===== config.mk =====
export PLATFORM = sky130hd
export DESIGN_NAME = nms_frame_scheduler_flat
export DESIGN_NICKNAME = d
export VERILOG_FILES = /design/src/rtl/nms_frame_scheduler_if.sv /design/src/rtl/nms_frame_scheduler.sv /design/src/flat_wrapper.sv
export SDC_FILE = /design/constraint.sdc
export NUM_CORES = 1
export LEC_CHECK = 0
export BUFFER_PORTS_ARGS = -buffer_cell sky130_fd_sc_hd__buf_2
export CORE_UTILIZATION = 45
export CTS_CLUSTER_DIAMETER = 150
export DETAILED_ROUTE_END_ITERATION = 6
export GPL_TIMING_DRIVEN = 0
export PLACE_DENSITY = 0.65
export RECOVER_POWER = 25
export SETUP_SLACK_MARGIN = 0.5
export SYNTH_ARGS = -nofsm -noshare
export SYNTH_HDL_FRONTEND = slang
export SYNTH_SLANG_ARGS = --single-unit

===== constraint.sdc =====
create_clock -name clk -period 2.9 [get_ports clk]
set_input_delay 0.58 -clock clk [delete_from_list [all_inputs] [get_ports clk]]
set_output_delay 0.58 -clock clk [all_outputs]
set_load 0.05 [all_outputs]

===== src/rtl/nms_frame_scheduler_if.sv =====
// Pixel-issue / result-return bundle between the frame scheduler (master)
// and the NMS datapath (slave).
interface nms_frame_scheduler_if #(
  parameter int unsigned COORD_W = 16
);
  logic               px_valid;
  logic               px_ready;
  logic [COORD_W-1:0] px_row;
  logic [COORD_W-1:0] px_col;
  logic               px_border;
  logic               res_valid;

  modport master (
    output px_valid,
    output px_row,
    output px_col,
    output px_border,
    input  px_ready,
    input  res_valid
  );

  modport slave (
    input  px_valid,
    input  px_row,
    input  px_col,
    input  px_border,
    output px_ready,
    output res_valid
  );
endinterface


===== src/rtl/nms_frame_scheduler.sv =====
// NMS frame scheduler: walks a WIDTH x HEIGHT frame in raster order, flags border
// pixels, throttles interior pixels to MAX_OUTSTANDING un-returned results and
// pulses done once every result is back.
// Optional build macro NMS_SCHED_PERF_EN adds a 32-bit perf_cycles counter port.
module nms_frame_scheduler #(
  parameter int unsigned WIDTH           = 5,
  parameter int unsigned HEIGHT          = 5,
  parameter int unsigned COORD_W         = 16,
  parameter int unsigned MAX_OUTSTANDING = 4
) (
  input  logic                  clk,
  input  logic                  rst,
  input  logic                  enable,
  nms_frame_scheduler_if.master px_if,
  output logic                  busy,
  output logic                  done,
`ifdef NMS_SCHED_PERF_EN
  output logic [31:0]           perf_cycles,
`endif
  output logic                  err_overflow
);

  typedef enum logic [1:0] {StIdle, StScan, StDrain, StDone} state_e;

  localparam int unsigned       CntW    = $clog2(MAX_OUTSTANDING + 1);
  localparam logic [COORD_W-1:0] LastCol = COORD_W'(WIDTH - 1);
  localparam logic [COORD_W-1:0] LastRow = COORD_W'(HEIGHT - 1);
  localparam logic [CntW-1:0]    MaxCnt  = CntW'(MAX_OUTSTANDING);

  state_e             state_q, state_d;
  logic [COORD_W-1:0] row_q, row_d;
  logic [COORD_W-1:0] col_q, col_d;
  logic               border_q, border_d;
  logic               valid_q, valid_d;
  logic               busy_q, busy_d;
  logic               done_q, done_d;
  logic               err_q, err_d;
  logic [CntW-1:0]    cnt_q, cnt_d;

  logic xfer;
  logic inc;
  logic dec;

  function automatic logic is_border(input logic [COORD_W-1:0] r, input logic [COORD_W-1:0] c);
    return (r == '0) || (r == LastRow) || (c == '0) || (c == LastCol);
  endfunction

  assign xfer = valid_q & px_if.px_ready;
  assign inc  = xfer & ~border_q;
  assign dec  = px_if.res_valid;

  // Outstanding interior results and sticky overflow flag.
  always_comb begin
    cnt_d = cnt_q;
    err_d = err_q;
    if (dec && (cnt_q == '0)) begin
      err_d = 1'b1;
    end
    if (inc && !dec) begin
      cnt_d = cnt_q + CntW'(1);
    end else if (!inc && dec && (cnt_q != '0)) begin
      cnt_d = cnt_q - CntW'(1);
    end
  end

  // Frame FSM next state and registered-output next values.
  always_comb begin
    state_d  = state_q;
    row_d    = row_q;
    col_d    = col_q;
    border_d = border_q;
    valid_d  = valid_q;
    done_d   = 1'b0;
    unique case (state_q)
      StIdle: begin
        if (enable) begin
          state_d  = StScan;
          row_d    = '0;
          col_d    = '0;
          border_d = 1'b1;
          valid_d  = 1'b1;
        end
      end
      StScan: begin
        if (xfer) begin
          if ((row_q == LastRow) && (col_q == LastCol)) begin
            state_d  = StDrain;
            row_d    = '0;
            col_d    = '0;
            border_d = 1'b0;
            valid_d  = 1'b0;
          end else begin
            if (col_q == LastCol) begin
              col_d = '0;
              row_d = row_q + COORD_W'(1);
            end else begin
              col_d = col_q + COORD_W'(1);
            end
            border_d = is_border(row_d, col_d);
            // Throttle uses the post-update count so a return re-opens issue next cycle.
            valid_d  = !(!border_d && (cnt_d == MaxCnt));
          end
        end else begin
          // Held coordinate; count can only fall here, so valid never drops once high.
          valid_d = !(!border_q && (cnt_d == MaxCnt));
        end
      end
      StDrain: begin
        if (cnt_q == '0) begin
          state_d = StDone;
          done_d  = 1'b1;
        end
      end
      StDone: begin
        state_d = StIdle;
      end
      default: begin
        state_d = StIdle;
      end
    endcase
    busy_d = (state_d != StIdle);
  end

  // State and output registers with synchronous reset.
  always_ff @(posedge clk) begin
    if (rst) begin
      state_q  <= StIdle;
      row_q    <= '0;
      col_q    <= '0;
      border_q <= 1'b0;
      valid_q  <= 1'b0;
      busy_q   <= 1'b0;
      done_q   <= 1'b0;
      err_q    <= 1'b0;
      cnt_q    <= '0;
    end else begin
      state_q  <= state_d;
      row_q    <= row_d;
      col_q    <= col_d;
      border_q <= border_d;
      valid_q  <= valid_d;
      busy_q   <= busy_d;
      done_q   <= done_d;
      err_q    <= err_d;
      cnt_q    <= cnt_d;
    end
  end

`ifdef NMS_SCHED_PERF_EN
  logic [31:0] perf_q, perf_d;

  // Cycle counter: cleared on frame start, counts SCAN+DRAIN, saturates.
  always_comb begin
    perf_d = perf_q;
    if ((state_q == StIdle) && enable) begin
      perf_d = '0;
    end else if (((state_q == StScan) || (state_q == StDrain)) && (perf_q != '1)) begin
      perf_d = perf_q + 32'd1;
    end
  end

  // Perf counter register.
  always_ff @(posedge clk) begin
    if (rst) begin
      perf_q <= '0;
    end else begin
      perf_q <= perf_d;
    end
  end

  assign perf_cycles = perf_q;
`endif

  assign px_if.px_valid  = valid_q;
  assign px_if.px_row    = row_q;
  assign px_if.px_col    = col_q;
  assign px_if.px_border = border_q;
  assign busy            = busy_q;
  assign done            = done_q;
  assign err_overflow    = err_q;

endmodule

===== src/flat_wrapper.sv =====
// flat-port wrapper written by rule: the top's interface ports become plain ports
module nms_frame_scheduler_flat 
#(
  parameter int unsigned WIDTH           = 5,
  parameter int unsigned HEIGHT          = 5,
  parameter int unsigned COORD_W         = 16,
  parameter int unsigned MAX_OUTSTANDING = 4
)
  (clk, rst, enable, busy, done, err_overflow, px_if_px_valid, px_if_px_row, px_if_px_col, px_if_px_border, px_if_px_ready, px_if_res_valid);
  nms_frame_scheduler_if #(.COORD_W(COORD_W)) px_if_i ();
  input  logic clk;
  input  logic rst;
  input  logic enable;
  output logic busy;
  output logic done;
  output logic err_overflow;
  output wire logic [$bits(px_if_i.px_valid)-1:0] px_if_px_valid;
  output wire logic [$bits(px_if_i.px_row)-1:0] px_if_px_row;
  output wire logic [$bits(px_if_i.px_col)-1:0] px_if_px_col;
  output wire logic [$bits(px_if_i.px_border)-1:0] px_if_px_border;
  input wire logic [$bits(px_if_i.px_ready)-1:0] px_if_px_ready;
  input wire logic [$bits(px_if_i.res_valid)-1:0] px_if_res_valid;
  assign px_if_px_valid = px_if_i.px_valid;
  assign px_if_px_row = px_if_i.px_row;
  assign px_if_px_col = px_if_i.px_col;
  assign px_if_px_border = px_if_i.px_border;
  assign px_if_i.px_ready = px_if_px_ready;
  assign px_if_i.res_valid = px_if_res_valid;
  nms_frame_scheduler #(.WIDTH(WIDTH), .HEIGHT(HEIGHT), .COORD_W(COORD_W), .MAX_OUTSTANDING(MAX_OUTSTANDING)) u_core (.clk(clk), .rst(rst), .enable(enable), .px_if(px_if_i), .busy(busy), .done(done), .err_overflow(err_overflow));
endmodule

==> reports/metrics.cfg <==
[run_status]
outcome = complete, no violations

[timing]
max_freq_mhz = 431
rsz0062_at_grt = true
fin_ws_ns = 0.581
tightest_slew_ns = 0.638
holdWs_ns = 0.480
min_period_ns = 2.32
final-hold-violation-count = 0
final.setup.tns_ns = 0
final_max_slew_viol_count = 0
finalSetupViolCount = 0
clock_skew_ns = 0.00321
max-slew-margin-rel_pct = 57.5
period_share_pct = 80.0

[grt]
grt_pass1_vias = 2676
antenna_found_initial = 0
grt_overflow = 0
grt_util_all_layers_pct = 25.3
grt_max_degree = 14
grt_first_pass_wirelength_mm = 13.1

[drt]
drcViolationCount = 0
vias = 3118
vias_per_cell = 6.02
drt_iter0_drc = 265
wl_per_cell_um = 16.1
firstDrtPassIters = 5
detail-route-antenna-nets = 0
wl_mm = 8.33

[worst_setup_path]
cp.required_ns = 3.08
crit_path_start = u_core.px_if.px_row[1]
r2r_setup_slack_ns = 0.58
cp-start-kind = flop
cp_max_fo = 7
critPathKind = reg -> reg
arrival_ns = 2.50
r2r-start = u_core.px_if.px_row[1]
endpoint_kind = flop

[final_layout]
drive_gt1_share_pct = 20.6
antenna_cells = 0
fin_util_pct = 55.3
final_nets = 452
fillers = 633
area_growth_pct = 19.4
final_cells = 518
postLayoutCellArea_sq_um = 3490

[synthesis]
async_flop_share_pct = 0
synth.cell_area_sq_um = 2920
yosysTopAreaCellShare_pct = 28.8
avgSynthCellArea_sq_um = 7.56
synthDistinctLibCells = 66
synth_edf_count = 0
synth_commonest_cells = dfxtp_1, nor2_1, o21ai_0
syn_inst = 387
ys_top_cells_by_area = dfxtp_1, o21ai_0, nor2_1
synth_seq_cells = 42
synth-seq-area-share_pct = 28.8
yosysTopAreaCell = dfxtp_1
ys.warnings.count = 0
ys.flop_type = dfxtp_1
syn_nets = 399

[place]
postPlaceCellArea_sq_um = 3230
dp_hpwl_mm = 5.86
placedCellCount = 505
io_buffer_count = 41
place.gp.congestion = 0.867
pre_cts_ws_ns = 0.144

[floorplan]
row_count = 29
start_util_pct = 46.3
core-area_sq_um = 6310
die_h_um = 82.6
die-area_sq_um = 6820
pin_count = 42
die_w_um = 82.6

[clock_tree]
clk_path_buf_depth = 2
cts_hold_buffers = 0
tritoncts = built
h-tree-depth = 2
clockRootBuffer = clkbuf_8
clock-sinks = 42
clk_pin_slew_ns = 0.08
clock_latency_ns = 0.30
cts_made_buffers = 5

[min_path]
hp-class = reg -> reg
hp-start = u_core.err_overflow

[power_and_ir_drop]
leakage_nw = 1.30
irDropWorstVdd_mv = 0.222
p_total_mw = 1.27
power_density_nw_per_um2 = 364

[job]
drv_cap = 0

layer usage:
metal  up-vias  GRT usage (%)  share of wire, %
li1       1541              -                 -
met1      1470           33.1                45
met2        99           42.6                49
met3         8           3.63               5.4
met5         -              0                 0
met4         0           8.10               1.5
registers in the layout, summed over array words and instances, names as in the netlist:
| signal | count |
|---|---|
| u_core.busy | 1 |
| u_core.px_if.px_col | 16 |
| u_core.px_if.px_border | 1 |
| u_core.cnt_q | 3 |
| u_core.px_if.px_row | 16 |
| u_core.state_q | 2 |
| u_core.done | 1 |
| u_core.px_if.px_valid | 1 |
| u_core.err_overflow | 1 |
what timing repair did:
item / in CTS / in global routing
endpoints found under the setup margin: 3 / 15
pin swaps: 0 / 14
gates cloned: 0 / 0
buffers inserted: 1 / 4
resized for setup: 4 / 38
kinds of logic after synthesis:
family	share of synthesized area, %
AOI/OAI and AO/OA	22.0
xor gates and xnor gates	4.19
adders and majority gates	3.00
buffers and inverters	6.50
DFF	28.8
muxes	1.03
and+or+nand+nor	34.5
path summary, 6_finish.rpt:
path                                 to  cells past startpoint
setup / recovery  u_core.px_if.px_valid                      8
hold / removal      u_core.err_overflow                      2
setup reg to reg  u_core.px_if.px_valid                      8
hold reg to reg     u_core.err_overflow                      2
critical path, cell delays in order, from the launching register on:
cell and delay (ns):
dfxtp_2 0.40, ha_2 0.23, and4_2 0.29, nand2_1 0.16, or4_4 0.52, nand4_1 0.16, nor4_1 0.08, a311oi_1 0.28
nor2_1 0.08
layout make-up:
type	count	area, sq um	share of cell area (%)
tap	77	96.3	2.76
buffer	33	170	4.87
multi-input combinational	303	2020	58.0
clock inverter	2	12.5	0.358
timing repair buffer	46	220	6.31
clock buffer	6	82.6	2.37
inverter	9	33.8	0.968
sequential	42	852	24.4
cells in the final DEF (no fill, tap or decap), types with 3 or more instances in the layout:
cell / instances
a21oi_1: 21
a31oi_1: 5
and2_1: 5
and3_1: 7
and4_1: 4
buf_2: 32
buf_4: 6
clkbuf_1: 32
clkbuf_2: 4
clkbuf_4: 3
clkbuf_8: 6
dfxtp_1: 37
dfxtp_2: 3
ha_1: 5
inv_1: 8
mux2i_1: 3
nand2_1: 24
nand3_1: 22
nand3b_1: 3
nand4_1: 15
nand4_4: 3
nor2_1: 40
nor3_1: 5
nor4_1: 7
nor4_4: 4
o21ai_0: 39
o21ai_1: 5
o31ai_1: 8
or2_2: 3
or3_1: 6
xnor2_1: 9
xor2_1: 4
where the power goes:
part           switching, mW  internal, mW  total [mW]
logic                  0.157        0.0912       0.249
clock network          0.215         0.192       0.406
registers             0.0185         0.598       0.617
No activity file was read; power rests on OpenSTA's default activity.
